## config.mk

```make
export PLATFORM = sky130hd
export DESIGN_NAME = checkers_turn_ctrl
export DESIGN_NICKNAME = d
export VERILOG_FILES = /design/src/rtl/checkers_turn_ctrl.sv
export SDC_FILE = /design/constraint.sdc
export NUM_CORES = 1
export LEC_CHECK = 0
export ABC_AREA = 1
export ABC_CLOCK_PERIOD_IN_PS = 15200
export CORE_ASPECT_RATIO = 2
export CORE_MARGIN = 4
export CORE_UTILIZATION = 55
export CTS_CLUSTER_SIZE = 28
export DETAILED_ROUTE_END_ITERATION = 16
export PLACE_DENSITY_LB_ADDON = 0.25
export SLEW_MARGIN = 5
export SYNTH_ARGS = -nofsm -noshare
export SYNTH_HDL_FRONTEND = slang
export SYNTH_SLANG_ARGS = --single-unit
```

## constraint.sdc

```tcl
create_clock -name clk -period 15.2 [get_ports clk]
set_input_delay 1.52 -clock clk [delete_from_list [all_inputs] [get_ports clk]]
set_output_delay 1.52 -clock clk [all_outputs]
set_load 0.02 [all_outputs]
```

## src/rtl/checkers_turn_ctrl.sv

```systemverilog
// Turn sequencer and move arbiter for an 8x8 checkers board.
// RED and BLACK take strict alternating turns. Each granted move is checked
// against the board. A legal move is written to the board, and a result code
// is reported for every evaluated move. A registered read port lets display
// logic look at any cell.
// Optional build macro CHECKERS_CAPTURE_EN enables single jump captures,
// per-side piece counting and game_over. Without it, only single diagonal
// steps are legal and game_over stays low.
module checkers_turn_ctrl #(
  parameter int unsigned TURN_TIMEOUT = 0,
  parameter int unsigned CNT_W        = 16
) (
  input  logic             clk,
  input  logic             rst,
  input  logic             game_new_i,
  input  logic             red_req_i,
  input  logic [2:0]       red_src_r_i,
  input  logic [2:0]       red_src_c_i,
  input  logic [2:0]       red_dst_r_i,
  input  logic [2:0]       red_dst_c_i,
  output logic             red_ack_o,
  input  logic             black_req_i,
  input  logic [2:0]       black_src_r_i,
  input  logic [2:0]       black_src_c_i,
  input  logic [2:0]       black_dst_r_i,
  input  logic [2:0]       black_dst_c_i,
  output logic             black_ack_o,
  output logic             turn_o,
  output logic             result_valid_o,
  output logic             result_ok_o,
  output logic [1:0]       err_code_o,
  output logic             timeout_pulse_o,
  output logic [CNT_W-1:0] move_count_o,
  input  logic [2:0]       rd_r_i,
  input  logic [2:0]       rd_c_i,
  output logic [1:0]       rd_piece_o,
  output logic             game_over_o
);

  localparam int unsigned COORD_W = 3;
  localparam int unsigned IDX_W   = 2 * COORD_W;
  localparam int unsigned N_CELLS = 64;
  localparam int unsigned TO_W    = (TURN_TIMEOUT > 0) ? $clog2(TURN_TIMEOUT + 1) : 1;
  localparam int unsigned TO_LAST = (TURN_TIMEOUT > 0) ? TURN_TIMEOUT - 1 : 0;

  localparam logic [1:0] PC_EMPTY = 2'd0;
  localparam logic [1:0] PC_RED   = 2'd1;
  localparam logic [1:0] PC_BLACK = 2'd2;

  localparam logic [1:0] ERR_NONE = 2'd0;
  localparam logic [1:0] ERR_SRC  = 2'd1;
  localparam logic [1:0] ERR_DST  = 2'd2;
  localparam logic [1:0] ERR_GEOM = 2'd3;

  typedef enum logic [0:0] {
    ST_IDLE  = 1'b0,
    ST_CHECK = 1'b1
  } state_e;

  // Starting position: dark squares of rows 0-2 hold RED, rows 5-7 hold BLACK.
  function automatic logic [1:0] init_cell(input logic [IDX_W-1:0] idx);
    logic [COORD_W-1:0] r;
    logic [COORD_W-1:0] c;
    r = idx[IDX_W-1:COORD_W];
    c = idx[COORD_W-1:0];
    init_cell = PC_EMPTY;
    if ((r[0] ^ c[0]) == 1'b1) begin
      if (r < 3'd3)      init_cell = PC_RED;
      else if (r > 3'd4) init_cell = PC_BLACK;
    end
  endfunction

  state_e             state_q, state_d;
  logic               turn_q, turn_d;
  logic               red_ack_q, red_ack_d;
  logic               black_ack_q, black_ack_d;
  logic               result_valid_q, result_valid_d;
  logic               result_ok_q, result_ok_d;
  logic [1:0]         err_q, err_d;
  logic               timeout_q, timeout_d;
  logic [CNT_W-1:0]   move_cnt_q, move_cnt_d;
  logic [TO_W-1:0]    to_cnt_q, to_cnt_d;
  logic [COORD_W-1:0] src_r_q, src_r_d, src_c_q, src_c_d;
  logic [COORD_W-1:0] dst_r_q, dst_r_d, dst_c_q, dst_c_d;
  logic [1:0]         board_q [N_CELLS];
  logic [1:0]         board_d [N_CELLS];
  logic [1:0]         rd_piece_q, rd_piece_d;

  logic               hold_req;
  logic               blocked;
  logic [1:0]         own;
  logic [IDX_W-1:0]   src_idx, dst_idx;
  logic signed [3:0]  dr, dc;
  logic               step_ok;
  logic               jump_ok;
  logic [1:0]         chk_err;

`ifdef CHECKERS_CAPTURE_EN
  localparam int unsigned PC_W    = 4;
  localparam logic [3:0]  PC_INIT = 4'd12;
  logic [PC_W-1:0]    red_pc_q, red_pc_d;
  logic [PC_W-1:0]    black_pc_q, black_pc_d;
  logic               game_over_q, game_over_d;
  logic [1:0]         opp;
  logic [COORD_W-1:0] mid_r, mid_c;
  logic [IDX_W-1:0]   mid_idx;
  assign blocked = game_over_q;
`else
  assign blocked = 1'b0;
`endif

  assign hold_req = turn_q ? black_req_i : red_req_i;

  // Move evaluation against the current board for the latched coordinates.
  always_comb begin
    own     = turn_q ? PC_BLACK : PC_RED;
    src_idx = {src_r_q, src_c_q};
    dst_idx = {dst_r_q, dst_c_q};
    dr      = $signed({1'b0, dst_r_q}) - $signed({1'b0, src_r_q});
    dc      = $signed({1'b0, dst_c_q}) - $signed({1'b0, src_c_q});
    step_ok = (dr == (turn_q ? -4'sd1 : 4'sd1)) && ((dc == 4'sd1) || (dc == -4'sd1));
    jump_ok = 1'b0;
`ifdef CHECKERS_CAPTURE_EN
    opp     = turn_q ? PC_RED : PC_BLACK;
    mid_r   = turn_q ? (src_r_q - 3'd1) : (src_r_q + 3'd1);
    mid_c   = (dc > 4'sd0) ? (src_c_q + 3'd1) : (src_c_q - 3'd1);
    mid_idx = {mid_r, mid_c};
    jump_ok = (dr == (turn_q ? -4'sd2 : 4'sd2)) &&
              ((dc == 4'sd2) || (dc == -4'sd2)) &&
              (board_q[mid_idx] == opp);
`endif
    chk_err = ERR_NONE;
    if (board_q[src_idx] != own)           chk_err = ERR_SRC;
    else if (board_q[dst_idx] != PC_EMPTY) chk_err = ERR_DST;
    else if (!(step_ok || jump_ok))        chk_err = ERR_GEOM;
  end

  // Next-state: grant, commit, timeout and re-initialisation.
  always_comb begin
    state_d        = state_q;
    turn_d         = turn_q;
    red_ack_d      = 1'b0;
    black_ack_d    = 1'b0;
    result_valid_d = 1'b0;
    result_ok_d    = result_ok_q;
    err_d          = err_q;
    timeout_d      = 1'b0;
    move_cnt_d     = move_cnt_q;
    to_cnt_d       = to_cnt_q;
    src_r_d        = src_r_q;
    src_c_d        = src_c_q;
    dst_r_d        = dst_r_q;
    dst_c_d        = dst_c_q;
    board_d        = board_q;
    rd_piece_d     = board_q[{rd_r_i, rd_c_i}];
`ifdef CHECKERS_CAPTURE_EN
    red_pc_d       = red_pc_q;
    black_pc_d     = black_pc_q;
`endif

    if (game_new_i) begin
      state_d     = ST_IDLE;
      turn_d      = 1'b0;
      result_ok_d = 1'b0;
      err_d       = ERR_NONE;
      move_cnt_d  = '0;
      to_cnt_d    = '0;
      rd_piece_d  = PC_EMPTY;
      for (int i = 0; i < N_CELLS; i++) board_d[i] = init_cell(IDX_W'(i));
`ifdef CHECKERS_CAPTURE_EN
      red_pc_d    = PC_INIT;
      black_pc_d  = PC_INIT;
`endif
    end else begin
      case (state_q)
        ST_IDLE: begin
          if (!blocked) begin
            if (hold_req) begin
              src_r_d  = turn_q ? black_src_r_i : red_src_r_i;
              src_c_d  = turn_q ? black_src_c_i : red_src_c_i;
              dst_r_d  = turn_q ? black_dst_r_i : red_dst_r_i;
              dst_c_d  = turn_q ? black_dst_c_i : red_dst_c_i;
              red_ack_d   = ~turn_q;
              black_ack_d = turn_q;
              to_cnt_d = '0;
              state_d  = ST_CHECK;
            end else if (TURN_TIMEOUT != 0) begin
              if (to_cnt_q == TO_W'(TO_LAST)) begin
                timeout_d = 1'b1;
                turn_d    = ~turn_q;
                to_cnt_d  = '0;
              end else begin
                to_cnt_d  = to_cnt_q + TO_W'(1);
              end
            end
          end
        end
        ST_CHECK: begin
          result_valid_d = 1'b1;
          state_d        = ST_IDLE;
          if (chk_err == ERR_NONE) begin
            result_ok_d      = 1'b1;
            err_d            = ERR_NONE;
            board_d[dst_idx] = own;
            board_d[src_idx] = PC_EMPTY;
            turn_d           = ~turn_q;
            if (move_cnt_q != {CNT_W{1'b1}}) move_cnt_d = move_cnt_q + CNT_W'(1);
`ifdef CHECKERS_CAPTURE_EN
            if (jump_ok) begin
              board_d[mid_idx] = PC_EMPTY;
              if (turn_q) red_pc_d   = red_pc_q - PC_W'(1);
              else        black_pc_d = black_pc_q - PC_W'(1);
            end
`endif
          end else begin
            result_ok_d = 1'b0;
            err_d       = chk_err;
          end
        end
        default: state_d = ST_IDLE;
      endcase
    end

`ifdef CHECKERS_CAPTURE_EN
    game_over_d = (red_pc_d == '0) || (black_pc_d == '0);
`endif
  end

  // State and output registers; reset loads the starting position.
  always_ff @(posedge clk or posedge rst) begin
    if (rst) begin
      state_q        <= ST_IDLE;
      turn_q         <= 1'b0;
      red_ack_q      <= 1'b0;
      black_ack_q    <= 1'b0;
      result_valid_q <= 1'b0;
      result_ok_q    <= 1'b0;
      err_q          <= ERR_NONE;
      timeout_q      <= 1'b0;
      move_cnt_q     <= '0;
      to_cnt_q       <= '0;
      src_r_q        <= '0;
      src_c_q        <= '0;
      dst_r_q        <= '0;
      dst_c_q        <= '0;
      rd_piece_q     <= PC_EMPTY;
      for (int i = 0; i < N_CELLS; i++) board_q[i] <= init_cell(IDX_W'(i));
    end else begin
      state_q        <= state_d;
      turn_q         <= turn_d;
      red_ack_q      <= red_ack_d;
      black_ack_q    <= black_ack_d;
      result_valid_q <= result_valid_d;
      result_ok_q    <= result_ok_d;
      err_q          <= err_d;
      timeout_q      <= timeout_d;
      move_cnt_q     <= move_cnt_d;
      to_cnt_q       <= to_cnt_d;
      src_r_q        <= src_r_d;
      src_c_q        <= src_c_d;
      dst_r_q        <= dst_r_d;
      dst_c_q        <= dst_c_d;
      rd_piece_q     <= rd_piece_d;
      board_q        <= board_d;
    end
  end

`ifdef CHECKERS_CAPTURE_EN
  // Piece counters and the derived game_over flag.
  always_ff @(posedge clk or posedge rst) begin
    if (rst) begin
      red_pc_q    <= PC_INIT;
      black_pc_q  <= PC_INIT;
      game_over_q <= 1'b0;
    end else begin
      red_pc_q    <= red_pc_d;
      black_pc_q  <= black_pc_d;
      game_over_q <= game_over_d;
    end
  end
`endif

  assign red_ack_o       = red_ack_q;
  assign black_ack_o     = black_ack_q;
  assign turn_o          = turn_q;
  assign result_valid_o  = result_valid_q;
  assign result_ok_o     = result_ok_q;
  assign err_code_o      = err_q;
  assign timeout_pulse_o = timeout_q;
  assign move_count_o    = move_cnt_q;
  assign rd_piece_o      = rd_piece_q;
  assign game_over_o     = blocked;

endmodule

```

==> flow_summary.ini, run 1 <==
[yosys]
syn-cell-area_um2 = 13700
synth_top_area_share_pct = 25.9
seq_area_frac_synth_pct = 30.5
synth_compound_area_share_pct = 14.7
synthArstFlopShare_pct = 100
synth_flop_cell = dfrtp_1
synth_fa_ha_area_share_pct = 0.931
ys_ff_latch = 166
ys_warn_count = 0
syn_inst = 2285
syn_avg_cell_area_um2 = 6.00
synthDistinctLibCells = 39
yosys.area_share.simple_pct = 43.0
synth-xor-area-share_pct = 0.958
synth_edf_count = 0
yosys.area.top_type = dfrtp_1
synth_top_family_by_area = simple AND/OR/NAND/NOR gates
synthMuxAreaShare_pct = 0
synth.area.top_cells = dfrtp_1 26%, nand2_1 18%, nor2_1 9.6%, nand3_1 7.6%, o21ai_0 7.5%

[clock_tree]
cts_tree = yes
htree_num_levels = 4
cts_made_buffers = 17
clock_sinks = 166
clk_pin_slew_ns = 0.07
worstSkewPairLatency_ns = 0.47
hold_buffers = 0
cts_buffer_depth = 2
root_buffer = clkbuf_16
cts_resized = 0
post_cts_buffers = 0

[sta]
relSlewSlack_pct = 13.8
rsz0062_at_grt = no
period_share_pct = 37.6
final_max_slew_viol_count = 0
tns_ns = 0
finalSetupViolations = 0
tightest_slew_ns = 1.29
setup_ws_ns = 9.48
fin_crit_ns = 5.72
finalHoldViolCount = 0
clock_skew_ns = 0.0127
fmax_mhz = 175

[floorplan]
io_pins = 62
initial_core_util_pct = 55.9
coreArea_um2 = 24500
die_height_um = 231
rows = 81
chipWidth_um = 120
die_area_um2 = 27700

[finish]
area_delta_synth_final_pct = 8.19
drive_gt1_share_pct = 4.67
num_antenna_cells = 0
layoutNonFillerInstCount = 2580
stdcell_area_um2 = 14800
fin_nets = 2280

[global_route]
antenna_found_initial = 0
grt_pass1_wl_mm = 93.5
grt_pass1_vias = 16300
gr-usage-all-layers_pct = 44.4
grt_max_degree = 100
gr-total-overflow = 0

[power_and_ir_drop]
p_per_area_nw_per_um2 = 89.6
peakVddDrop_uv = 94.1
finalPower_mw = 1.33
leakage_nw = 6.86

[worst_setup_path]
worstSetupPathType = register to register
worstSetupEndpointType = register
critical-path-top-delay-family = simple AND/OR/NAND/NOR gates
reg2reg_depth = 13
slowest_stage = nor2_1
critPathMaxStageDelay_ns = 1.01
reg2reg_to = board_q[57]
reg2reg_slack_ns = 9.48
path_cells = nor2_1, nand2_1, o21ai_0, nor2_1, nand3_1, nand3_1, nand2_1, nor3_4, buf_4, nand3_4, buf_4, nand3_1, nand2_1
crit-reg2reg-launch = dst_c_q[2]
worst_ep_arrival_time_ns = 6.12
path_max_fanout = 97
crit_required_ns = 15.60
crit_path_start_kind = register
cp.depth = 13
cp.buffers_inverters = 2

[routing]
drc = 0
routed_wl_mm = 61.4
first_pass_iters = 6
drt_iter0_drc = 2138
ant_nets = 0
num_vias = 16800
viasPerCell = 6.50
routedWlPerCell_um = 23.8

[hold_path]
whs_endpoint = err_code_o[0]
worstHoldPathCells = 2
min_path_type = register to register
min_from = err_code_o[0]

[place]
dp_hpwl_mm = 39.5
numPortBuffers = 59
post_dp_cell_area_um2 = 14300
gp_congestion = 1.06
post-place-ws_ns = 9.82
dpl.cell_count = 2549

[flow_run]
cap_violations = 0

[status]
status = complete, no violations
## worst min-delay path, delay by kind of cell, from the launching register on
family,cells,cell delay [ns]
AND/OR/NAND/NOR,2,0.11
flip-flops,1,0.34
## placed cells by master, fill, tap and decap left out, drive strengths merged, types with 16 or more instances in the layout
cell type	Yosys	final
dfstp	24	24
dfrtp	142	142
nor3	48	48
nand2	649	649
a21oi	98	98
inv	174	179
o211ai	22	22
clkbuf	87	20
a211oi	16	16
buf	68	28
clkdlybuf4s50	0	58
o21ai	205	205
nand4	111	111
nand3	211	211
nor2	351	351
## how the worst max path moves through the flow
| stage | from | end |
|---|---|---|
| global placement | dst_c_q[2] | board_q[27] |
| floorplan | rst | black_ack_o |
| global route | dst_c_q[2] | board_q[91] |
| CTS | dst_c_q[2] | board_q[91] |
| finish | dst_c_q[2] | board_q[57] |
| detailed placement | dst_c_q[2] | board_q[91] |
## registers in the layout, indices dropped and copies added, names as in the netlist, 2 cells and up
signal and count:
board_q 128, dst_c_q 3, dst_r_q 3, err_code_o 2, move_count_o 16, rd_piece_o 2
src_c_q 3, src_r_q 3
## cell type report
type                       instances  area, µm²
clock buffer                      20        447
clock inverter                    11        101
fill                            2483       9690
inverter                         182        691
multi-input combinational       1783       8210
sequential                       166       4190
tap                              332        415
timing repair buffer              86        788
## stage by stage
stage	utilization [%]	hold WS, ns
CTS	60.5	0.490
global placement	58.3	0.467
floorplan	-	0.464
detailed placement	58.3	0.476
finish	60.5	0.487
global route	60.5	0.511
## cells by family (layout without fill, tap and decap cells)
kind of cell / after synthesis / in the layout
xor+xnor: 15 / 15
flops: 166 / 166
buf+inv: 337 / 299
simple gates: 1386 / 1386
compound gates: 371 / 371
fa+ha+maj: 9 / 9
other cells: 1 / 2
## synth_stat cells (22+ instances only)
cell      count
dfstp_2      24
nor3_1       46
nand2_1     647
dfrtp_1     142
nor2_1      351
clkbuf_1     87
nand3_1     207
o21ai_0     205
inv_1       168
buf_2        45
nand4_1     111
a21oi_1      98
o211ai_1     22
## metal layers
metal / vias up / global-route usage (%) / routed length, µm
li1: 7434 / - / -
met1: 7681 / 50.0 / 20300
met2: 1215 / 70.0 / 27700
met3: 445 / 9.52 / 6710
met4: 0 / 39.8 / 6700
met5: - / 0 / 0
## where the power goes
group | switching, mW | internal [mW] | leakage (nW) | total (mW)
registers | 0.0334 | 0.464 | 2.19 | 0.497
clock network | 0.204 | 0.229 | 0.259 | 0.433
logic | 0.307 | 0.0916 | 4.41 | 0.399
Note: power is estimated with default switching activity, not from simulation.
==> inputs of run 2 (changes only) <==
--- a/config.mk
+++ b/config.mk
@@ -6,7 +6,7 @@
 export NUM_CORES = 1
 export LEC_CHECK = 0
 export ABC_AREA = 1
-export ABC_CLOCK_PERIOD_IN_PS = 15200
+export ABC_CLOCK_PERIOD_IN_PS = 5100
 export CORE_ASPECT_RATIO = 2
 export CORE_MARGIN = 4
 export CORE_UTILIZATION = 55
==> constraint.sdc (replaced) <==
create_clock -name clk -period 5.1 [get_ports clk]
set_input_delay 0.51 -clock clk [delete_from_list [all_inputs] [get_ports clk]]
set_output_delay 0.51 -clock clk [all_outputs]
set_load 0.02 [all_outputs]
==> flow_summary.ini, run 2 (same netlist as run 1, synthesis figures left out) <==
[global_route]
grt_max_degree = 120
gr-total-overflow = 0
grt_pass1_wl_mm = 97.5
grt_pass1_vias = 16600
antenna_found_initial = 0
gr-usage-all-layers_pct = 46.3

[worst_setup_path]
worst_ep_arrival_time_ns = 4.31
critical-path-top-delay-family = simple AND/OR/NAND/NOR gates
slowest_stage = nand3_1
crit_path_start_kind = register
critPathMaxStageDelay_ns = 0.70
cp.buffers_inverters = 3
worstSetupPathType = register to register
worstSetupEndpointType = register
path_max_fanout = 59
path_cells = clkinv_1, nand3_1, buf_4, o21ai_0, nor2_1, nand3_1, nand3_1, nand2_1, nor3_4, buf_4, nand4_1, nand2_1
cp_common_cell = nand3_1
crit_required_ns = 5.50

[sta]
fmax_mhz = 256
fin_crit_ns = 3.91
relSlewSlack_pct = 21.6
tightest_slew_ns = 1.17
finalSetupViolations = 0
final_max_slew_viol_count = 0
rsz0062_at_grt = no
clock_skew_ns = 0.0113
period_share_pct = 76.6
holdWs_ns = 0.442
finalHoldViolCount = 0
tns_ns = 0

[floorplan]
io_pins = 62
die_area_um2 = 27700
rows = 81
initial_core_util_pct = 55.9
die_height_um = 231
coreArea_um2 = 24500
chipWidth_um = 120

[clock_tree]
cts_made_buffers = 17
root_buffer = clkbuf_16
post_cts_buffers = 0
cts_buffer_depth = 2
worstSkewPairLatency_ns = 0.47
cts_tree = yes
htree_num_levels = 4
clk_pin_slew_ns = 0.07
cts_resized = 0
hold_buffers = 0
clock_sinks = 166

[routing]
routedWlPerCell_um = 24.8
viasPerCell = 6.57
routed_wl_mm = 64.2
drc = 0
ant_nets = 0
drt_iter0_drc = 2302
first_pass_iters = 8
num_vias = 17000

[finish]
final_common_cell = nand2_1
fin_nets = 2292
final_cell_mix = 647 x nand2_1, 350 x nor2_1, 207 x nand3_1, 205 x o21ai_0, 165 x inv_1
n_fill_cell = 2438
multi_input_area_um2 = 8210
seq_area_um2 = 4190
post-route-util_pct = 61.3
num_antenna_cells = 0
drive_gt1_share_pct = 5.26
top_register = board_q
largest_register_ffs = 128
area_delta_synth_final_pct = 9.58

[place]
dp_hpwl_mm = 42.5
gp_congestion = 1.04
numPortBuffers = 59

[flow_run]
cap_violations = 0

[hold_path]
min_path_type = primary input to async pin

[status]
status = complete, no violations

[power_and_ir_drop]
p_per_area_nw_per_um2 = 271
peakVddDrop_uv = 233
leakage_nw = 6.95
[run 2: cell types whose count changed in the layout (fill, tap and decap cells not counted), sizes merged]
cell / previous run / this run
clkinv: 9 / 7
bufinv: 1 / 2
buf: 28 / 40
inv: 179 / 181
[run 2: metrics by stage]
| stage | worst slack, ns | total power [mW] | instances | instance area [µm²] |
|---|---|---|---|---|
| 2_1_floorplan | 0.140 | 2.17 | 2286 | 13700 |
| 3_3_place_gp | 1.46 | 2.65 | 2561 | 14400 |
| 3_5_place_dp | 1.44 | 2.66 | 2561 | 14400 |
| 4_1_cts | 1.41 | 4.01 | 2593 | 15000 |
| 5_1_grt | 1.03 | 4.18 | 2593 | 15000 |
| 6_report | 1.19 | 4.08 | 2593 | 15000 |
[run 2: cell type report]
type | instances | area share, %
clock inverter | 12 | 0.958
multi-input combinational | 1783 | 54.7
clock buffer | 20 | 2.91
sequential | 166 | 27.9
tap | 332 | 2.76
timing repair buffer | 98 | 6.26
inverter | 182 | 4.60
[run 2: worst paths after layout]
path                       slack [ns]           from            end  cells past startpoint
hold reg to reg                  0.49  err_code_o[1]  err_code_o[1]                      2
min in group clk                 0.49  err_code_o[1]  err_code_o[1]                      2
hold / removal                   0.44            rst   board_q[105]                      2
setup / recovery                 1.19     dst_c_q[1]    board_q[19]                     12
max in group asynchronous        3.55            rst     src_c_q[0]                      3
setup reg to reg                 1.19     dst_c_q[1]    board_q[19]                     12
[run 2: metal layers]
metal / share of wire [%] / global-route usage [%] / up-vias
met5: 0 / 0 / -
met4: 11 / 39.4 / 0
met3: 11 / 9.91 / 424
li1: - / - / 7466
met2: 46 / 74.8 / 1312
met1: 33 / 51.4 / 7842
[run 2: power breakdown]
part | internal [mW] | switching, mW
sequential | 1.38 | 0.102
combinational | 0.292 | 0.936
clock | 0.731 | 0.633
total | 2.41 | 1.67
[run 2: worst register-to-register path, cell delays in order (launching register included)]
cell and delay, ns:
dfrtp_1 0.67, clkinv_1 0.37, nand3_1 0.70, buf_4 0.27
o21ai_0 0.12, nor2_1 0.12, nand3_1 0.08, nand3_1 0.10
nand2_1 0.11, nor3_4 0.23, buf_4 0.65, nand4_1 0.29
nand2_1 0.12
